--- src/rtl/io_console.sv ---
// io_console
// Memory-mapped console and halt device that snoops the CPU-RAM bus.
// CPU writes to the console register are queued in a small FIFO.
// The queue drains one byte at a time to a printer over a valid/ready
// handshake, with no more than one byte every DRAIN_DIV cycles.
// A magic value written to the halt register raises a sticky halt flag.
// A status register reports halt, overflow, full, empty and count.
//
// Ports:
//   clock       system clock, all state updates on the rising edge
//   reset       synchronous, active-high
//   address     CPU word address (shared with RAM)
//   write_en    CPU write strobe (shared with RAM)
//   data_in     CPU write data, big-endian bit numbering
//   io_sel      high when address hits one of the three registers
//   data_out    status word when the status register is addressed, else 0
//   char_valid  a byte is offered to the printer
//   char_data   FIFO head byte (0 when empty)
//   char_ready  printer accepts the offered byte
//   halt        sticky halt flag
//   overflow    sticky dropped-byte flag
module io_console #(
    parameter logic [16:0] HALT_ADDR    = 17'h00100,
    parameter logic [16:0] CONSOLE_ADDR = 17'h00101,
    parameter logic [16:0] STATUS_ADDR  = 17'h00102,
    parameter logic [31:0] HALT_CODE    = 32'h00010001,
    parameter int unsigned DEPTH        = 8,
    parameter int unsigned DRAIN_DIV    = 4
) (
    input  logic         clock,
    input  logic         reset,
    input  logic [15:31] address,
    input  logic         write_en,
    input  logic [0:31]  data_in,
    output logic         io_sel,
    output logic [0:31]  data_out,
    output logic         char_valid,
    output logic [0:7]   char_data,
    input  logic         char_ready,
    output logic         halt,
    output logic         overflow
);

    localparam int PTR_W  = $clog2(DEPTH);
    localparam int CNT_W  = PTR_W + 1;
    localparam int PACE_W = (DRAIN_DIV > 1) ? $clog2(DRAIN_DIV) : 1;
    localparam logic [CNT_W-1:0]  FULL_COUNT  = CNT_W'(DEPTH);
    localparam logic [PACE_W-1:0] PACE_RELOAD = PACE_W'(DRAIN_DIV - 1);

    logic [7:0]        mem_q [DEPTH];
    logic [PTR_W-1:0]  rd_ptr_q, rd_ptr_d;
    logic [PTR_W-1:0]  wr_ptr_q, wr_ptr_d;
    logic [CNT_W-1:0]  count_q, count_d;
    logic [PACE_W-1:0] pace_q, pace_d;
    logic              halt_q, halt_d;
    logic              overflow_q, overflow_d;

    logic sel_halt, sel_console, sel_status;
    logic fifo_full, fifo_empty;
    logic push_req, push, pop, drop;
    logic halt_write, status_clear;
    logic [31:0] status_word;

    always_comb begin
        sel_halt     = (address == HALT_ADDR);
        sel_console  = (address == CONSOLE_ADDR);
        sel_status   = (address == STATUS_ADDR);
        io_sel       = sel_halt | sel_console | sel_status;

        fifo_full    = (count_q == FULL_COUNT);
        fifo_empty   = (count_q == '0);

        // Outputs come from registers only so they stay stable until accepted.
        char_valid   = !fifo_empty && (pace_q == '0);
        char_data    = fifo_empty ? 8'h00 : mem_q[rd_ptr_q];

        pop          = char_valid && char_ready;
        push_req     = write_en && sel_console;
        // A pop on the same edge frees the slot, so a full FIFO still accepts.
        push         = push_req && (!fifo_full || pop);
        drop         = push_req && fifo_full && !pop;

        halt_write   = write_en && sel_halt && (data_in == HALT_CODE);
        status_clear = write_en && sel_status && data_in[1];
    end

    // Status word in big-endian numbering: bit 0 (halt) is the MSB and the
    // count occupies the least significant bits.
    always_comb begin
        status_word              = '0;
        status_word[31]          = halt_q;
        status_word[30]          = overflow_q;
        status_word[29]          = fifo_full;
        status_word[28]          = fifo_empty;
        status_word[CNT_W-1:0]   = count_q;
        data_out                 = sel_status ? status_word : 32'h0;
        halt                     = halt_q;
        overflow                 = overflow_q;
    end

    always_comb begin
        rd_ptr_d   = rd_ptr_q;
        wr_ptr_d   = wr_ptr_q;
        count_d    = count_q;
        pace_d     = pace_q;
        halt_d     = halt_q;
        overflow_d = overflow_q;

        if (pop) begin
            rd_ptr_d = rd_ptr_q + PTR_W'(1);
        end
        if (push) begin
            wr_ptr_d = wr_ptr_q + PTR_W'(1);
        end
        if (push && !pop) begin
            count_d = count_q + CNT_W'(1);
        end else if (pop && !push) begin
            count_d = count_q - CNT_W'(1);
        end

        // The pace counter spaces successive byte presentations.
        if (pop) begin
            pace_d = PACE_RELOAD;
        end else if (pace_q != '0) begin
            pace_d = pace_q - PACE_W'(1);
        end

        if (halt_write) begin
            halt_d = 1'b1;
        end

        // A dropped byte on the same edge as a clear request keeps the flag set.
        if (drop) begin
            overflow_d = 1'b1;
        end else if (status_clear) begin
            overflow_d = 1'b0;
        end
    end

    always_ff @(posedge clock) begin
        if (reset) begin
            rd_ptr_q   <= '0;
            wr_ptr_q   <= '0;
            count_q    <= '0;
            pace_q     <= '0;
            halt_q     <= 1'b0;
            overflow_q <= 1'b0;
        end else begin
            rd_ptr_q   <= rd_ptr_d;
            wr_ptr_q   <= wr_ptr_d;
            count_q    <= count_d;
            pace_q     <= pace_d;
            halt_q     <= halt_d;
            overflow_q <= overflow_d;
        end
    end

    // Storage needs no reset: char_data is forced to 0 while empty.
    always_ff @(posedge clock) begin
        if (!reset && push) begin
            mem_q[wr_ptr_q] <= data_in[24:31];
        end
    end

endmodule

--- config.mk ---
export PLATFORM = sky130hd
export DESIGN_NAME = io_console
export DESIGN_NICKNAME = d
export VERILOG_FILES = /design/src/rtl/io_console.sv
export SDC_FILE = /design/constraint.sdc
export NUM_CORES = 1
export LEC_CHECK = 0
export BUFFER_PORTS_ARGS = -buffer_cell sky130_fd_sc_hd__buf_4
export CAP_MARGIN = 15
export CORE_MARGIN = 8
export CORE_UTILIZATION = 49
export CTS_BUF_LIST = sky130_fd_sc_hd__clkbuf_8
export DETAILED_ROUTE_END_ITERATION = 8
export GPL_TIMING_DRIVEN = 0
export PLACE_DENSITY = 0.77
export SLEW_MARGIN = 20
export SYNTH_ARGS = -nofsm -noshare
export SYNTH_HDL_FRONTEND = slang
export SYNTH_SLANG_ARGS = --single-unit
--- constraint.sdc ---
create_clock -name clock -period 3.01 [get_ports clock]
set_input_delay 0.1505 -clock clock [delete_from_list [all_inputs] [get_ports clock]]
set_output_delay 0.1505 -clock clock [all_outputs]
set_load 0.01 [all_outputs]
; Word-level counts from Yosys, hierarchy flattened
; Memory sizes are Yosys's and may differ from the RTL's. A register that Yosys moved wholly into a read port is not among the register bits.
; Index checks and enable logic that the tools add are counted.
[totals]
input_bits = 53
ff_bits = 14
output_inout_bits = 44
word_cells = 56
ram_bits = 64
memories = 1
[mem_list]
columns = memory, depth, width, rd, rd_ports_with_merged_regs, write_ports, line
row1 = mem_q, 8, 8, 1, 1, 1, 50  ; logic [7:0] mem_q [DEPTH];
[op_classes]
n_addsub = 5
mux = 12
bitwise_logic = 2
n_reduce_logical = 25
eq_ne = 5
[op_table]
columns = op, count
row1 = $eq A17 B9 Y1 const B, 3
row2 = $eq A32 B17 Y1 const B, 1
row3 = $mux W32, 1
row4 = $logic_and A1 B1 Y1, 13
row5 = $mux W4, 2
row6 = $mux W8, 1
row7 = $reduce_bool A2 Y1, 4
row8 = $add A3 B1 Y3 const B, 2
row9 = $mux W3, 2
row10 = $logic_not A1 Y1, 5
row11 = $add A4 B1 Y4 const B, 1
row12 = $eq A4 B4 Y1 const B, 1
row13 = $logic_not A4 Y1, 1
row14 = $mux W1, 4
row15 = $mux W2, 2
row16 = $sub A4 B1 Y4 const B, 1
row17 = $logic_not A2 Y1, 1
row18 = $or A1 B1 Y1, 2
row19 = $sub A2 B1 Y2 const B, 1
row20 = $logic_or A1 B1 Y1, 1

; Longest topological paths before layout
; Gate-level depths: netlist of run 1.
[logic_depth]
depth_word = 10
ltp_mapped = 12
mapped_depth_nobuf = 12

; Least setup slack after synthesis of run 1
; No wires, ideal clock.
[synth_path]
kind = in2reg
start = input address[28] in the netlist's numbering
end = register count_q[3]
cell_stages = 11
setup_slack_ps = 67
n_path_buf = 1
arrival_ps = 2822
setup_ps = 121
required_ps = 2889
path_cell_list = or4_4 -> or4_4 -> buf_6 -> nor2_1 -> ha_1 -> inv_1 -> ha_1 -> a21o_1 -> a21oi_1 -> mux2i_1 -> mux2_2
[synth_via]
elab_chain_len = 6
word_cells_on_any_way = 8
cone_classes = 1 x eq/ne / 1 x mux / 6 x reduce/logical
[synth_rtl]
columns = item, line
row1 = start: declaration, 32  ; input logic [15:31] address,
row2 = $eq A17 B9 Y1 (*), 66  ; sel_console = (address == CONSOLE_ADDR);
row3 = $logic_and A1 B1 Y1 (*), 78  ; push_req = write_en && sel_console;
row4 = $logic_and A1 B1 Y1 (*), 80  ; push = push_req && (!fifo_full || pop);
row5 = $logic_not A1 Y1, 117  ; end else if (pop && !push) begin
row6 = $logic_and A1 B1 Y1, 117
row7 = $reduce_bool A2 Y1 (no source line), n/a
row8 = end signal: assignment, 151  ; count_q <= count_d;
row9 = end: declaration, 53  ; logic [CNT_W-1:0] count_q, count_d;
; Every way passes the cells marked *; elsewhere a longest branch is shown, timed or not.
; A chain may end at the register's enable or synchronous reset.

; Final worst setup path of run 1
; Same ends and word-level chain as after synthesis.

==> flow_metrics.py, run 1 <==
metrics = {
    "power": {
        "seq_power_share_pct": 54.8,
        "pwr-share-clk_pct": 33.3,
        "p_sw_share_pct": 23.0,
        "total_switching_power_uw": 516,
        "p_leak_uw": 0.00179,
        "power.density_cell_area_mw_per_mm2": 474,
        "combinationalPowerShare_pct": 11.9,
        "p_int_uw": 1730,
        "power.ir.vdd_worst_v": 0.000277,
    },
    "placement": {
        "place_ws_ns": -0.211,
        "placement.io_buffers": 72,
        "detailedPlacementHpwl_um": 6180,
        "gp_congestion": 0.805,
    },
    "global_routing": {
        "grt_first_pass_wirelength_um": 12500,
        "pin_count_of_the_biggest_net_entering_global_routing": 14,
        "first_global_vias": 2505,
        "antenna_found_initial": 0,
        "track_usage_pct": 15.9,
        "globalRoute.totalOverflow": 0,
    },
    "timing": {
        "final-max-slew-violation-count": 0,
        "max-slew-margin-rel_pct": 40.7,
        "max_slew.worst_pin.slew_ns": 0.888,
        "final.setup.tns_ns": 0,
        "fin_crit_ns": 2.85,
        "grt_setup_unrepaired": "no",
        "clock.fmax_ghz": 0.351,
        "setup_clock_skew_after_layout_ns": 0.00975,
        "timing.final.hold_violations": 0,
        "fin_hold_ws_ns": 0.0282,
        "post-route-worst-setup-slack_ns": 0.163,
        "fin_crit_sh_pct": 94.6,
        "setup_viol_count_final": 0,
    },
    "clock_tree": {
        "clkLatencyLatePin_ns": 0.35,
        "cts_inserted_buffers": 9,
        "clock_tree.htree_level_count": 3,
        "hold_buffers": 0,
        "cts_max_path_buffers": 2,
        "clk_root_buffer_cell": "clkbuf_8",
        "clk_slew_on_worst_s_h_paths_ns": 0.07,
        "cts.sinks": 81,
        "tritoncts_clock_tree": "built",
    },
    "detailed_routing": {
        "drt.antenna.violating_nets": 0,
        "detail_route.first_pass.iterations": 5,
        "route.vias.total": 2379,
        "detail_route.wl_per_cell_um": 17.1,
        "drt-total-wl_um": 8140,
        "routed_via_density": 5.01,
        "initialDrtViolationCount": 94,
        "drcViolationCount": 0,
    },
    "synthesis": {
        "synthesis.area_per_instance_um2": 14.2,
        "synth_area_in_compound_gates_pct": 3.20,
        "sequential_to_total_area_share_from_yosys_stat_pct": 60.9,
        "yosys.area_share.xor_xnor_pct": 0.943,
        "synth_mux_area_share_pct": 13.0,
        "yosys_cell_types": 43,
        "number_of_synthesized_flops_with_an_enable_pin": 64,
        "synthSimpleGateAreaFrac_pct": 12.5,
        "synth_ff_type": "edfxtp_1",
        "synth_top_family_by_area": "multiplexers",
        "post_syn_area_mm2": 0.00371,
        "synth_async_sr_flop_share_pct": 0,
        "synth-adder-area-share_pct": 2.56,
        "synth-seq-cells": 81,
        "post_synth_inst_count": 261,
        "yosys_warnings": 0,
    },
    "worst_setup_path": {
        "rr_startpoint": "count_q[2]$_SDFFE_PP0P_",
        "crit_path_cell_trace": "buf_4, or4_4, or4_4, buf_6, nor2_1, ha_1, inv_1, ha_1, a21o_1, a21oi_1, mux2i_1, mux2_2",
        "timing.critical_path.buf_inv": 3,
        "path_max_fanout": 10,
        "largest_incremental_delay_on_the_critical_path_ns": 0.57,
        "kind_of_end_point_of_the_critical_path": "register",
        "critical_path.slowest_cell": "or4_4",
        "worstPathArrival_ns": 3.09,
        "cell_family_contributing_the_most_delay_on_the_critical_path": "simple AND/OR/NAND/NOR gates",
        "cp-start-kind": "input port",
        "timing.critical_path.required_ns": 3.25,
        "critPathLaunch": "address[28]",
        "critical_path_class": "input port to register",
    },
    "finish": {
        "filler_cell_count": 587,
        "antennaDiodeCount": 0,
        "layout_commonest_cell": "buf_4",
        "drive_above_1_share_pct": 38.6,
        "layout-area-overhead-vs-synth_pct": 27.6,
        "num-nets-final": 431,
        "mostFrequentLayoutCells": "100 x buf_4, 64 x edfxtp_1, 25 x nor2_1",
    },
    "worst_hold_path": {
        "worstHoldStart": "reset",
        "hold_path.class": "input port to register",
    },
    "die": {
        "floorplan.initialDensity_pct": 50.9,
        "die_h_um": 103,
        "design.die.area_mm2": 0.0106,
        "fp.coreArea_mm2": 0.00729,
        "die_x_um": 103,
        "std_cell_rows": 31,
        "top_level_ports": 97,
    },
    "outcome": {
        "status": "finished clean",
    },
    "run": {
        "max_cap_viol_count": 0,
    },
}
cell type report:
class / instances / area (um2) / area share [%]
multi-input cells: 162 / 1340 / 28.3
repair buffers: 77 / 576 / 12.1
clock buffers: 9 / 124 / 2.61
clock inverters: 7 / 62.6 / 1.32
inverters: 5 / 18.8 / 0.396
plain buffers: 35 / 230 / 4.86
flip-flops and latches: 81 / 2260 / 47.8
well taps: 99 / 124 / 2.61
through the flow:
stage | utilization [%] | total power (uW) | area [um2] | instances
global route | 65.0 | 2340 | 4740 | 475
detailed placement | 62.2 | 1520 | 4540 | 459
global placement | 61.2 | 1520 | 4460 | 455
finish | 65.0 | 2250 | 4740 | 475
floorplan | - | 1410 | 3800 | 284
CTS | 64.9 | 2270 | 4730 | 476
logic make-up after synthesis:
group | Yosys count
other | 1
buffers and inverters | 41
adder cells (fa/ha/maj) | 7
flip-flops | 81
multiplexers | 28
XOR/XNOR | 4
AND/OR/NAND/NOR | 79
AO/OA/AOI/OAI | 20
flip-flops by register name (all words and copies together) (netlist names), named ones only:
register  count
count_q       4
halt          1
mem_q        64
overflow      1
pace_q        2
rd_ptr_q      3
wr_ptr_q      3
final timing paths:
path                                  end  slack (ns)  cells past startpoint
hold / removal     pace_q[1]$_SDFFE_PP0P_        0.03                      2
setup reg to reg  count_q[3]$_SDFFE_PP0P_        0.20                     10
setup / recovery  count_q[3]$_SDFFE_PP0P_        0.16                     12
hold reg to reg         halt$_SDFFE_PP0P_        0.50                      1
what timing repair did:
item                       CTS  global route
pin swaps                    1             1
resized for setup            0             3
setup buffers                1             0
setup endpoints to repair    1             2
cell usage after synthesis (4+ instances only):
cell,number,area [um2]
edfxtp_1,64,1920
nor2_1,25,93.8
buf_4,24,180
dfxtp_1,17,340
mux4_2,16,360
mux2i_1,11,110
nor4_1,10,62.6
a21oi_1,9,45.0
and2_1,8,50.1
clkbuf_1,7,26.3
ha_1,6,75.1
inv_1,5,18.8
nand2_1,5,18.8
nor4b_1,4,35.0
o21ai_0,4,20.0
metal layers:
| layer | GRT usage [%] | wire, um | up-vias | part of all wire (%) |
|---|---|---|---|---|
| li1 | - | - | 1161 | - |
| met5 | 0 | 0 | - | 0 |
| met4 | 4.67 | 55 | 0 | 0.68 |
| met2 | 27.3 | 4270 | 86 | 52 |
| met1 | 18.6 | 3230 | 1126 | 40 |
| met3 | 5.20 | 585 | 6 | 7.2 |
power groups by stage:
stage	logic (uW)	registers (uW)	clock network [uW]
after global placement	264	1250	0
after CTS	272	1230	769
after detailed placement	269	1250	0
after global routing	295	1230	810
final	268	1230	749
after floorplan	158	1250	0
(Power assumes the default switching activity.)
==> run 2: changes to the inputs <==
--- a/constraint.sdc
+++ b/constraint.sdc
@@ -3,2 +3,2 @@
 set_output_delay 0.1505 -clock clock [all_outputs]
-set_load 0.01 [all_outputs]
+set_load 0.005 [all_outputs]
==> flow_metrics.py, run 2 (synthesis results as in run 1) <==
metrics = {
    "worst_setup_path": {
        "timing.critical_path.required_ns": 3.25,
        "critical_path_class": "input port to register",
        "worstPathArrival_ns": 3.09,
        "crit_path_cell_trace": "buf_4, or4_4, or4_4, buf_6, nor2_1, ha_1, inv_1, ha_1, a21o_1, a21oi_1, mux2i_1, mux2_2",
        "largest_incremental_delay_on_the_critical_path_ns": 0.57,
        "path_max_fanout": 10,
        "critical_path.slowest_cell": "or4_4",
        "cp-start-kind": "input port",
        "kind_of_end_point_of_the_critical_path": "register",
    },
    "timing": {
        "setup_clock_skew_after_layout_ns": 0.0102,
        "fin_crit_ns": 2.84,
        "fin_crit_sh_pct": 94.4,
        "setup_viol_count_final": 0,
        "timing.final.hold_violations": 0,
        "final-max-slew-violation-count": 0,
        "max_slew.worst_pin.slew_ns": 0.927,
        "grt_setup_unrepaired": "no",
        "clock.fmax_ghz": 0.352,
        "max-slew-margin-rel_pct": 38.1,
        "final.setup.tns_ns": 0,
    },
    "finish": {
        "largestRegisters": "mem_q x64, count_q x4",
        "antennaDiodeCount": 0,
        "stdcell_count": 476,
        "sequential_standard_cell_area_mm2": 0.00226,
        "regMostFlops": "mem_q",
        "layout_commonest_cell": "buf_4",
        "multi_input_combinational_cell_area_mm2": 0.00134,
        "num-nets-final": 432,
        "filler_cell_count": 588,
        "largest_reg_flops": 64,
        "layout-area-overhead-vs-synth_pct": 27.7,
        "drive_above_1_share_pct": 38.5,
        "mostFrequentLayoutCells": "100 x buf_4, 64 x edfxtp_1, 25 x nor2_1",
    },
    "placement": {
        "gp_congestion": 0.805,
        "place.detailed.instances": 459,
        "detailedPlacementHpwl_um": 6180,
        "placement.io_buffers": 72,
    },
    "die": {
        "fp.coreArea_mm2": 0.00729,
        "std_cell_rows": 31,
        "die_x_um": 103,
        "top_level_ports": 97,
        "die_h_um": 103,
        "floorplan.initialDensity_pct": 50.9,
        "design.die.area_mm2": 0.0106,
    },
    "clock_tree": {
        "cts_inserted_buffers": 9,
        "tritoncts_clock_tree": "built",
        "cts.sinks": 81,
        "clkLatencyLatePin_ns": 0.35,
        "clk_root_buffer_cell": "clkbuf_8",
        "clock_tree.htree_level_count": 3,
        "clk_slew_on_worst_s_h_paths_ns": 0.08,
        "cts_max_path_buffers": 2,
    },
    "global_routing": {
        "antenna_found_initial": 0,
        "first_global_vias": 2505,
        "grt_first_pass_wirelength_um": 12500,
        "globalRoute.totalOverflow": 0,
        "track_usage_pct": 15.9,
        "pin_count_of_the_biggest_net_entering_global_routing": 14,
    },
    "power": {
        "p_int_uw": 1730,
        "p_leak_uw": 0.00179,
        "combinationalPowerShare_pct": 11.6,
        "power.density_cell_area_mw_per_mm2": 472,
        "p_sw_share_pct": 22.7,
        "seq_power_share_pct": 54.9,
        "pwr-share-clk_pct": 33.5,
        "power.ir.vdd_worst_v": 0.000280,
        "total_switching_power_uw": 508,
    },
    "detailed_routing": {
        "route.vias.total": 2394,
        "detail_route.first_pass.iterations": 4,
        "drt.antenna.violating_nets": 0,
        "drcViolationCount": 0,
        "initialDrtViolationCount": 87,
        "detail_route.wl_per_cell_um": 17.1,
        "routed_via_density": 5.03,
        "drt-total-wl_um": 8150,
    },
    "worst_hold_path": {
        "hold_path.class": "input port to register",
    },
    "outcome": {
        "status": "finished clean",
    },
    "run": {
        "max_cap_viol_count": 0,
    },
}
==> run 2: cell count changes in the layout (fill, tap and decap cells not counted), sizes merged <==
| cell | previous run | this run |
|---|---|---|
| clkbuf | 15 | 16 |
==> run 2: what timing repair did <==
item	CTS	global route
gates resized for setup	0	3
pin swaps	1	1
hold buffers	0	0
setup buffers	1	0
endpoints found under the setup margin	1	1
==> run 2: final timing paths <==
kind / start / endpoint / slack (ns) / depth (start not counted)
worst max-delay path: address[28] / count_q[3]$_SDFFE_PP0P_ / 0.17 / 12
worst min-delay path: reset / pace_q[1]$_SDFFE_PP0P_ / 0.02 / 2
worst max register to register: count_q[2]$_SDFFE_PP0P_ / count_q[3]$_SDFFE_PP0P_ / 0.21 / 10
worst min register to register: halt$_SDFFE_PP0P_ / halt$_SDFFE_PP0P_ / 0.50 / 1
==> run 2: worst max-delay path, delay by kind of cell <==
kind	cells	cell delay, ns
AOI/OAI and AO/OA	2	0.34
buffers and inverters	3	0.36
adders and majority gates	2	0.45
muxes	2	0.58
and+or+nand+nor	3	1.21
==> run 2: routing by layer <==
| layer | track usage (%) | routed length, um | vias up |
|---|---|---|---|
| li1 | - | - | 1165 |
| met1 | 18.6 | 3330 | 1143 |
| met2 | 27.3 | 4220 | 78 |
| met3 | 5.20 | 541 | 8 |
| met4 | 4.67 | 55 | 0 |
| met5 | 0 | 0 | - |
==> run 2: power groups by stage <==
stage                     combinational, uW  clock, uW  sequential [uW]
after floorplan                         146          0             1250
after global routing                    287        810             1230
final                                   260        750             1230
after global placement                  252          0             1250
after detailed placement                257          0             1250
after CTS                               260        769             1230
==> run 2: metrics by stage <==
stage               instance area [um2]  hold WS, ns  setup WS, ns  power (uW)  util, %
floorplan                          3800        0.220        0.0669        1400        -
global placement                   4460        0.383        -0.717        1510     61.2
detailed placement                 4540        0.390        -0.211        1510     62.2
CTS                                4730       0.0111        0.0121        2260     64.9
global route                       4740      0.00881       0.00243        2330     65.0
finish                             4740       0.0247         0.168        2240     65.0
==> run 2: final cells by class <==
cell class	instances	area share (%)
flip-flops and latches	81	47.7
clock inverters	7	1.32
well taps	99	2.61
repair buffers	77	12.1
clock buffers	9	2.61
plain buffers	36	4.93
inverters	5	0.396
multi-input cells	162	28.3
